[config.mk]
export PLATFORM = sky130hd
export DESIGN_NAME = uart_tx_fsm
export DESIGN_NICKNAME = d
export VERILOG_FILES = /design/src/rtl/uart_tx_fsm.sv
export SDC_FILE = /design/constraint.sdc
export NUM_CORES = 1
export LEC_CHECK = 0
export ABC_AREA = 1
export BUFFER_PORTS_ARGS = -buffer_cell sky130_fd_sc_hd__buf_2
export CORE_AREA = 2 2 39 41
export DETAILED_ROUTE_END_ITERATION = 7
export DIE_AREA = 0 0 41 43
export GPL_ROUTABILITY_DRIVEN = 0
export PLACE_DENSITY = 0.61
export RECOVER_POWER = 25
export SETUP_SLACK_MARGIN = 0.1
export SLEW_MARGIN = 20
export SYNTH_ARGS = -nofsm -noshare
export SYNTH_HDL_FRONTEND = slang
export SYNTH_SLANG_ARGS = --single-unit
export TNS_END_PERCENT = 5
[constraint.sdc]
create_clock -name clk -period 3.2 [get_ports clk]
set_input_delay 0.32 -clock clk [delete_from_list [all_inputs] [get_ports clk]]
set_output_delay 0.32 -clock clk [all_outputs]
set_load 0.005 [all_outputs]
[src/rtl/uart_tx_fsm.sv]
// UART TX frame sequencer: START, DATA, optional PARITY, STOP; Moore outputs; START one cycle after accept.
// No backpressure: data_valid is taken only in IDLE or the last STOP cycle, otherwise dropped.
module uart_tx_fsm #(
  parameter int DATA_WIDTH = 8,
  parameter int STOP_BITS  = 1
) (
  input  logic       clk,
  input  logic       reset,
  input  logic       data_valid,
  input  logic       par_en,
  output logic       ser_en,
  output logic [1:0] mux_sel,
  output logic       busy,
  output logic       frame_done
);

  localparam int CNT_W = $clog2(DATA_WIDTH);
  localparam logic [CNT_W-1:0] BIT_LAST  = CNT_W'(DATA_WIDTH - 1);
  localparam logic             STOP_LAST = 1'(STOP_BITS - 1);

  typedef enum logic [2:0] {
    S_IDLE   = 3'd0,
    S_START  = 3'd1,
    S_DATA   = 3'd2,
    S_PARITY = 3'd3,
    S_STOP   = 3'd4
  } state_t;

  state_t           state, state_nxt;
  logic [CNT_W-1:0] bit_cnt, bit_cnt_nxt;
  logic             stop_cnt, stop_cnt_nxt;
  logic             par_en_r, par_en_nxt;

  always_ff @(posedge clk or negedge reset) begin
    if (!reset) begin
      state    <= S_IDLE;
      bit_cnt  <= '0;
      stop_cnt <= 1'b0;
      par_en_r <= 1'b0;
    end else begin
      state    <= state_nxt;
      bit_cnt  <= bit_cnt_nxt;
      stop_cnt <= stop_cnt_nxt;
      par_en_r <= par_en_nxt;
    end
  end

  // Outputs decode state and counters only; inputs affect next-state values alone.
  always_comb begin
    state_nxt    = state;
    bit_cnt_nxt  = bit_cnt;
    stop_cnt_nxt = stop_cnt;
    par_en_nxt   = par_en_r;
    ser_en       = 1'b0;
    mux_sel      = 2'b01;
    busy         = 1'b0;
    frame_done   = 1'b0;

    case (state)
      S_IDLE: begin
        if (data_valid) begin
          state_nxt  = S_START;
          par_en_nxt = par_en;
        end
      end
      S_START: begin
        mux_sel     = 2'b00;
        busy        = 1'b1;
        state_nxt   = S_DATA;
        bit_cnt_nxt = '0;
      end
      S_DATA: begin
        mux_sel = 2'b10;
        ser_en  = 1'b1;
        busy    = 1'b1;
        if (bit_cnt == BIT_LAST) begin
          state_nxt    = par_en_r ? S_PARITY : S_STOP;
          bit_cnt_nxt  = '0;
          stop_cnt_nxt = 1'b0;
        end else begin
          bit_cnt_nxt = bit_cnt + 1'b1;
        end
      end
      S_PARITY: begin
        mux_sel      = 2'b11;
        busy         = 1'b1;
        state_nxt    = S_STOP;
        stop_cnt_nxt = 1'b0;
      end
      S_STOP: begin
        busy = 1'b1;
        if (stop_cnt == STOP_LAST) begin
          frame_done   = 1'b1;
          stop_cnt_nxt = 1'b0;
          // A request here chains the next frame with no idle bit in between.
          if (data_valid) begin
            state_nxt  = S_START;
            par_en_nxt = par_en;
          end else begin
            state_nxt = S_IDLE;
          end
        end else begin
          stop_cnt_nxt = stop_cnt + 1'b1;
        end
      end
      default: begin
        state_nxt    = S_IDLE;
        bit_cnt_nxt  = '0;
        stop_cnt_nxt = 1'b0;
      end
    endcase
  end

endmodule

==> out/metrics.yaml <==
grt:
  grt_use_total_pct: 10.48
  met2_usage_pct: 14.69
  grt_pass1_wl_um: 1166
  grt.busiest_layer: "met2"
  antenna_found_initial: 0
  grtUsageMet3_pct: 3.141
  overflow: 0
  grt_pass1_vias: 326
  met1_usage_pct: 10.74
  grt_max_degree: 8
clocking:
  h-tree-depth: 1
  ctsResizeCount: 0
  clk_pin_slew_ns: 0.05
  cts.sinks: 7
  cts_tree: "yes"
  cts-root-buf: "clkbuf_4"
  clkLatencyLatePin_ns: 0.24
  clockBufferDepth: 2
  cts-buffers-inserted: 3
worst_setup_path:
  max_stage_delay_ns: 0.40
  worst_ep_required_time_ns: 2.88
  path_class: "register to output port"
  critPathMaxFanout: 6
  r2r_start: "bit_cnt[0]"
  rr_worst_depth: 6
  start_kind: "register"
  worstPathArrival_ns: 1.25
  timing.critical_path.mode_cell: "nand3_1"
  startpoint: "state[2]"
  slowest_stage: "dfrtp_1"
  end_kind: "output port"
  crit_chain: "inv_1, nand3_1, nand3_1, nand3b_1, buf_2"
route:
  dr_total_vias: 335
  drc: 0
  drt_wl_total_um: 637
  ant_nets: 0
  first_iter_violations: 1
  wl_per_cell_um: 7.963
  dr.pass1.iters: 2
  viasPerCell: 4.188
sta:
  fin_crit_sh_pct: 49.20
  hold_viol_final: 0
  drv_slew: 0
  fin_hold_ws_ns: 0.2987
  slew_headroom_pct: 76.52
  setup_tns_ns: 0
  fin_ws_ns: 1.626
  rsz0062_at_grt: "false"
  setup_violations: 0
  max_freq_mhz: 635.2
  finalClockSkew_ns: 0.002320
  worst_slew_pin_slew_ns: 0.3522
  period_needed_ns: 1.574
die:
  die_h_um: 43
  row_count: 14
  io_pins: 9
  initial_core_util_pct: 28.48
  die-area_mm2: 0.001763
  die_w_um: 41
  core_area_mm2: 0.001384
power:
  power.density_mw_per_mm2: 983.4
  ir_drop_mv: 0.3006
  fin_total_pwr_uw: 481.1
  leakage_nw: 0.2695
synth:
  synth.most_common_cell: "nand2_1"
  netlist_top_cells_count: "15 x nand2_1, 7 x dfrtp_1, 5 x inv_1, 5 x nand3_1, 4 x nor2_1"
  yosys_warnings: 0
  async_flop_share_pct: 100.0
  yosysUniqueCellTypes: 14
  synth_seq_cells: 7
  synth_area_per_cell_um2: 7.728
  syn_inst: 51
  synth_area_um2: 394.1
  yosysTopAreaCellShare_pct: 44.44
  synth_area_leaders: "dfrtp_1 44%, nand2_1 14%, ha_1 6.3%"
  syn_nets: 57
  ys.flop_type: "dfrtp_1"
  yosysTopAreaCell: "dfrtp_1"
  synth_edf_count: 0
  yosysSeqAreaShare_pct: 44.44
hold_path:
  min_path_cells: 3
  holdCritStartpoint: "par_en"
  min_path_type: "input port to register"
finish:
  final_nets: 71
  drive_gt1_share_pct: 26.56
  syn2layout_area_growth_pct: 24.13
  fillers: 158
  finalInstanceArea_um2: 489.2
  antenna_cells: 0
outcome:
  outcome: "complete, no violations"
placement:
  port_buffers: 8
  placed_cell_area_um2: 454.2
  pre_cts_slack_ns: 1.873
  dp_hpwl_um: 559.5
job:
  max-cap-violations: 0
[sequential cells by signal, summed over array words and instances (netlist names)]
register  cells
par_en_r      1
bit_cnt       3
state         3
[routing by layer]
layer  wire length, µm  vias up
met1               296      143
met4                10        0
met5                 0        -
met2               305        5
met3                26        2
li1                  -      185
[power by group]
| part | switching [mW] | internal (mW) |
|---|---|---|
| registers | 0.0299 | 0.126 |
| clock network | 0.0279 | 0.0473 |
| logic | 0.150 | 0.100 |
| total | 0.208 | 0.273 |
[cell type report]
cell class	count	area (µm²)	area share (%)
inverters	8	30.03	6.138
repair buffers	9	48.80	9.974
well taps	16	20.02	4.092
flip-flops and latches	7	175.2	35.81
clock buffers	4	26.28	5.371
multi-input cells	36	188.9	38.62
[stage by stage]
step	utilization (%)	std cells
final	35.35	80
after global routing	35.35	80
after CTS	35.44	80
after detailed placement	32.82	75
after global placement	32.82	75
after floorplan	-	51
[worst max-delay path: cells and delay by family (launching register included)]
family        cells  cell delay [ns]
flops             1             0.40
buf+inv           2             0.29
simple gates      3             0.32
[what timing repair did]
item,4_1_cts,5_1_grt
hold buffers,1,0
hold endpoints to repair,7,0
buffers inserted,0,0
[worst paths after layout]
check | end | slack (ns)
setup reg to reg | state[1] | 2.00
setup / recovery | busy | 1.63
hold / removal | par_en_r | 0.30
hold reg to reg | bit_cnt[0] | 0.48
max in group asynchronous | bit_cnt[2] | 2.45
min in group asynchronous | par_en_r | 0.49
[cell families after synthesis]
logic type | Yosys count | share of synthesized area (%)
simple gates | 30 | 36.51
buf+inv | 8 | 7.619
flops | 7 | 44.44
compound gates | 4 | 5.080
fa+ha+maj | 2 | 6.348
[cells in the final DEF, fill, tap and decap left out, types with 2 or more instances in the layout]
| cell | instances |
|---|---|
| nand2_1 | 15 |
| dfrtp_1 | 7 |
| buf_2 | 7 |
| inv_1 | 5 |
| nand3_1 | 5 |
| nor2_1 | 4 |
| nor2_2 | 3 |
| clkbuf_4 | 3 |
| inv_2 | 2 |
| o21ai_1 | 2 |
| o21ai_0 | 2 |
| ha_1 | 2 |
| clkbuf_1 | 2 |
Power figures use the tool's default switching activity.
